--- src/rtl/ones_window_monitor.sv ---
`timescale 1ns/1ps
`default_nettype none
// ============================================================================
// Module      : ones_window_monitor
// Description : Converts the wrapping running ones count from the upstream
//               counter into per-window totals of WIN_LEN cycles. Each total
//               is compared against THRESH and queued in a 2-entry
//               valid/ready buffer. Results that arrive while the buffer is
//               full and is not draining are discarded and flagged on drop.
// Revision    : 1.0 - initial release
// ============================================================================
module ones_window_monitor #(
    parameter int CNT_W   = 4,
    parameter int WIN_LEN = 16,
    parameter int SUM_W   = 8,
    parameter int THRESH  = 12
) (
    input  logic             clk,
    input  logic             reset,
    input  logic [CNT_W-1:0] count,
    output logic [SUM_W-1:0] win_sum,
    output logic             win_alarm,
    output logic             win_valid,
    input  logic             win_ready,
    output logic             drop
);

    localparam int                 c_CYC_W  = $clog2(WIN_LEN);
    localparam logic [c_CYC_W-1:0] c_LAST   = c_CYC_W'(WIN_LEN - 1);
    localparam logic [SUM_W:0]     c_THRESH = (SUM_W + 1)'(THRESH);

    typedef enum logic [0:0] {
        S_PRIME = 1'b0,
        S_ACCUM = 1'b1
    } state_t;

    state_t             r_state;
    logic [CNT_W-1:0]   r_prev;
    logic [SUM_W-1:0]   r_acc;
    logic [c_CYC_W-1:0] r_cyc;

    // Buffer: head lives directly in the output registers, tail behind it.
    logic [SUM_W-1:0]   r_head_sum;
    logic               r_head_alarm;
    logic [SUM_W-1:0]   r_tail_sum;
    logic               r_tail_alarm;
    logic               r_valid;
    logic               r_full;
    logic               r_drop;

    logic [CNT_W-1:0]   w_delta;
    logic [SUM_W:0]     w_sum_ext;
    logic [SUM_W-1:0]   w_final;
    logic               w_alarm_new;
    logic               w_push;
    logic               w_pop;

    // Modulo difference handles the counter wrap; the sum saturates at all-ones.
    always_comb begin
        w_delta     = count - r_prev;
        w_sum_ext   = {1'b0, r_acc} + (SUM_W + 1)'(w_delta);
        w_final     = w_sum_ext[SUM_W] ? {SUM_W{1'b1}} : w_sum_ext[SUM_W-1:0];
        w_alarm_new = ({1'b0, w_final} >= c_THRESH);
        w_push      = (r_state == S_ACCUM) && (r_cyc == c_LAST);
        w_pop       = r_valid && win_ready;
    end

    // Window FSM: prime the previous-count sample, then accumulate deltas
    // back to back, restarting the accumulator at every window close.
    always_ff @(posedge clk) begin
        if (reset) begin
            r_state <= S_PRIME;
            r_prev  <= '0;
            r_acc   <= '0;
            r_cyc   <= '0;
        end else begin
            case (r_state)
                S_PRIME: begin
                    r_prev  <= count;
                    r_acc   <= '0;
                    r_cyc   <= '0;
                    r_state <= S_ACCUM;
                end
                S_ACCUM: begin
                    r_prev <= count;
                    if (r_cyc == c_LAST) begin
                        r_acc <= '0;
                        r_cyc <= '0;
                    end else begin
                        r_acc <= w_final;
                        r_cyc <= r_cyc + c_CYC_W'(1);
                    end
                end
                default: r_state <= S_PRIME;
            endcase
        end
    end

    // Two-entry result buffer; head registers stay put when nothing moves,
    // so the outputs are stable under backpressure and after draining.
    always_ff @(posedge clk) begin
        if (reset) begin
            r_head_sum   <= '0;
            r_head_alarm <= 1'b0;
            r_tail_sum   <= '0;
            r_tail_alarm <= 1'b0;
            r_valid      <= 1'b0;
            r_full       <= 1'b0;
            r_drop       <= 1'b0;
        end else begin
            r_drop <= 1'b0;
            if (w_push && !w_pop) begin
                if (!r_valid) begin
                    r_head_sum   <= w_final;
                    r_head_alarm <= w_alarm_new;
                    r_valid      <= 1'b1;
                end else if (!r_full) begin
                    r_tail_sum   <= w_final;
                    r_tail_alarm <= w_alarm_new;
                    r_full       <= 1'b1;
                end else begin
                    r_drop <= 1'b1;
                end
            end else if (w_push && w_pop) begin
                if (r_full) begin
                    r_head_sum   <= r_tail_sum;
                    r_head_alarm <= r_tail_alarm;
                    r_tail_sum   <= w_final;
                    r_tail_alarm <= w_alarm_new;
                end else begin
                    r_head_sum   <= w_final;
                    r_head_alarm <= w_alarm_new;
                end
            end else if (w_pop) begin
                if (r_full) begin
                    r_head_sum   <= r_tail_sum;
                    r_head_alarm <= r_tail_alarm;
                    r_full       <= 1'b0;
                end else begin
                    r_valid <= 1'b0;
                end
            end
        end
    end

    assign win_sum   = r_head_sum;
    assign win_alarm = r_head_alarm;
    assign win_valid = r_valid;
    assign drop      = r_drop;

endmodule
`default_nettype wire

--- config.mk ---
export PLATFORM = sky130hd
export DESIGN_NAME = ones_window_monitor
export DESIGN_NICKNAME = d
export VERILOG_FILES = /design/src/rtl/ones_window_monitor.sv
export SDC_FILE = /design/constraint.sdc
export NUM_CORES = 1
export LEC_CHECK = 0
export BUFFER_PORTS_ARGS = -buffer_cell sky130_fd_sc_hd__buf_4
export CELL_PAD_IN_SITES_DETAIL_PLACEMENT = 1
export CELL_PAD_IN_SITES_GLOBAL_PLACEMENT = 1
export CORE_MARGIN = 2
export CORE_UTILIZATION = 44
export DETAILED_ROUTE_END_ITERATION = 8
export PLACE_DENSITY_LB_ADDON = 0.1
export SETUP_SLACK_MARGIN = 0.4
export SYNTH_ARGS = -nofsm -noshare
export SYNTH_HDL_FRONTEND = slang
export SYNTH_SLANG_ARGS = --single-unit
--- constraint.sdc ---
create_clock -name clk -period 3.4 [get_ports clk]
set_input_delay 0.17 -clock clk [delete_from_list [all_inputs] [get_ports clk]]
set_output_delay 0.17 -clock clk [all_outputs]
set_load 0.01 [all_outputs]
==> impl_results.md <==
- Synth area leader: dfxtp_1
- Sinks on Clock Net: 38
- Reg clk slew, reported paths: approximately 0.08 ns
- Vias/cell: 5.28
- Peak supply drop: around 0.00020 V
- Hold Startpoint: count[2]
- Relative slew slack: 48.7%
- Mapped Area: about 1900 µm²
- DRC: 0
- Worst hold path depth: 2
- Vias in the first global route: approximately 1,600
- Synth area leaders: dfxtp_1 40%, ha_1 7.8%, nor2_1 5.1%, a21oi_1 4.7%, mux2i_1 4.2%
- Setup skew after layout: about 0.0087 ns
- Diode count: 0
- Gate Count Post-Synth: roughly 220
- Post-synth EDFFs: 0
- Worst EP arrival: 2.99 ns
- Fmax: 353 MHz
- Total Power: 0.981 mW
- Combinational power share: about a fifth
- Gr ovfl total: 0
- Synth Flop Type: dfxtp_1
- Num CTS Buffers: 5
- Reg2reg end: win_sum[4]
- RSZ-0062 raised after global routing: true
- Async set-reset flop share out of synthesis: 0%
- Commonest non-fill, non-tap cell in the layout: dfxtp_1
- Worst-Skew Late Latency: between 0.2 and 0.3 ns
- P_int: roughly 0.71 mW
- DR vias: approximately 1,500
- Final period util: 83.2%
- Start of the worst register-to-register path: r_prev[0]
- Yosys top cell area share: 39.5%
- DPL Wire Length: around 3.3 mm
- Worst Setup End Kind: register
- All-Layer GR Usage: between 10% and 20%
- Bufs on Longest Clock Path: 2
- Total wire length: 4.24 mm
- Global-route wire length before repair: ~7.4 mm
- Antenna violations before repair: 0
- Net switching fraction of the power: roughly 28%
- Die Span Y: around 70 µm
- Drt first pass iters: 4
- Max cap viols: 0
- Crit path kind: register to register
- Most frequent cells in the layout: 38 x dfxtp_1, 26 x nor2_1, 20 x buf_4
- Slew Limit Fails: 0
- Largest net degree at the start of global routing: 23
- NumNets Final: around 260
- Pleak: between 0.8 and 0.9 nW
- I/O pin count: 18
- Initial Utilization: about 45%
- Hold Fails Final Rpt: 0
- Die area: about 4900 µm²
- Power share of the sequential group: between 40% and 50%
- P per Cell Area: ~440 nW/µm²
- Min Tclk post-route: between 2 and 3 ns
- Die Span X: around 70 µm
- Seq/Total Area, Yosys: 39.5%
- Rows: 24
- NetSw: 0.276 mW
- Syn_nets: roughly 240
- Worst Tran Pin Value: roughly 0.77 ns
- # setup viols final: 0
- Synth Warn #: 0
- Synthesized flop and latch total: 38
- Initial DRC count: 30
- FF-to-FF setup slack: roughly 0.57 ns
- Outcome: finished, final reports clean
- Startpoint Class: register
- Critical Path RT: ~3.6 ns
- Clk root buf: clkbuf_8
- Core Area: approximately 4300 µm²
- R2r worst-path depth: 11
- H-tree Lvls: 2
- Area delta synth->final: 15.3%
- Post-Route Setup TNS: 0 ns
- Fraction of layout cells with a size suffix above 1: roughly a fifth
- CTS tree: done
- Hold Crit Class: input port to register
- Hold buffers post-CTS: 0
- I/O Buffers: 17
- Syn_area_per_cell: around 9 µm²
- Netlist cell types: 47
- Gpl congestion: roughly 0.72
- Routed len/inst: ~15 µm
- Clock group share of total power: approximately 32%
- Worst Hold End: r_prev[2]
- CP max FO: 4
- Antenna Nets Post-Route: 0
## kinds of logic (layout without fill, tap and decap cells)
kind of cell / Yosys count / after routing / share of synthesized area (%)
xor gates and xnor gates: 9 / 9 / 4.09
AOI/OAI and AO/OA: 53 / 53 / 18.5
buffers and inverters: 23 / 43 / 5.59
DFF: 38 / 38 / 39.5
adders and majority gates: 14 / 14 / 9.88
and+or+nand+nor: 68 / 68 / 17.0
muxes: 10 / 10 / 5.52
## final cells by class
type	count	area, µm²
Tap cell	52	65.1
Inverter	15	56.3
Timing Repair Buffer	20	150
Fill cell	515	2070
Sequential cell	38	761
Clock inverter	1	5.00
Clock buffer	7	86.3
Multi-Input combinational cell	154	1100
## metrics by stage
step	std cells	util, %	cell area (µm²)	hold slack (ns)	setup WS, ns
finish	287	51.7	2220	0.108	0.570
global route	287	51.7	2220	0.118	0.365
CTS	286	50.6	2170	0.103	0.512
detailed placement	278	48.5	2080	0.411	0.540
global placement	278	48.5	2080	0.394	0.551
floorplan	215	-	1930	0.290	0.880
## routing by layer
metal	vias up	part of all wire [%]	GRT usage [%]
met4	0	1.7	5.13
met5	-	0	0
li1	769	-	-
met1	726	46	23.6
met3	7	2.0	4.47
met2	13	51	32.6
## power by group through the flow
stage / Clock, mW / Combinational (mW) / Sequential (mW)
final: 0.314 / 0.205 / 0.463
after global routing: 0.343 / 0.226 / 0.465
after CTS: 0.324 / 0.189 / 0.462
after detailed placement: 0 / 0.187 / 0.473
after global placement: 0 / 0.177 / 0.472
after floorplan: 0 / 0.149 / 0.470
## synth_stat cells, types with 2 or more instances
master / count
a211oi_1: 5
a211oi_2: 2
a21oi_1: 18
a31oi_1: 2
buf_2: 2
buf_4: 2
clkbuf_1: 2
dfxtp_1: 38
fa_1: 2
ha_1: 12
inv_1: 15
mux2i_1: 8
nand2_1: 17
nand2b_1: 3
nand3_1: 3
nor2_1: 26
nor2b_1: 6
nor3_1: 4
o21ai_0: 10
o21ai_1: 3
o22ai_1: 2
xnor2_1: 6
xor2_1: 3
## registers in the layout, summed over array words and instances (netlist names), 4 cells and up
register	count
r_prev	4
r_cyc	4
win_sum	8
r_tail_sum	8
r_acc	8
## worst max-delay path by stage
| stage | start | endpoint | slack [ns] | depth (start not counted) |
|---|---|---|---|---|
| finish | r_prev[0] | win_sum[4] | 0.57 | 11 |
| global route | r_prev[0] | win_sum[5] | 0.36 | 11 |
| CTS | r_prev[1] | win_alarm | 0.51 | 12 |
| detailed placement | count[0] | win_sum[1] | 0.54 | 13 |
| global placement | count[0] | win_sum[1] | 0.55 | 13 |
| floorplan | r_prev[0] | win_alarm | 0.88 | 11 |
## critical path: stages (launching register included)
cell      delay [ns]
dfxtp_1         0.32
ha_1            0.13
inv_1           0.06
fa_1            0.51
inv_1           0.06
fa_1            0.46
nand3b_1        0.29
nand2_2         0.20
mux2i_1         0.36
nor2_1          0.07
a21oi_1         0.14
a211oi_1        0.09
## repair_timing
item / in CTS / in global routing
setup endpoints to repair: 0 / 5
hold endpoints to repair: 0 / 0
buffers inserted: 0 / 1
gates resized for setup: 0 / 7
(Power assumes the default switching activity.)
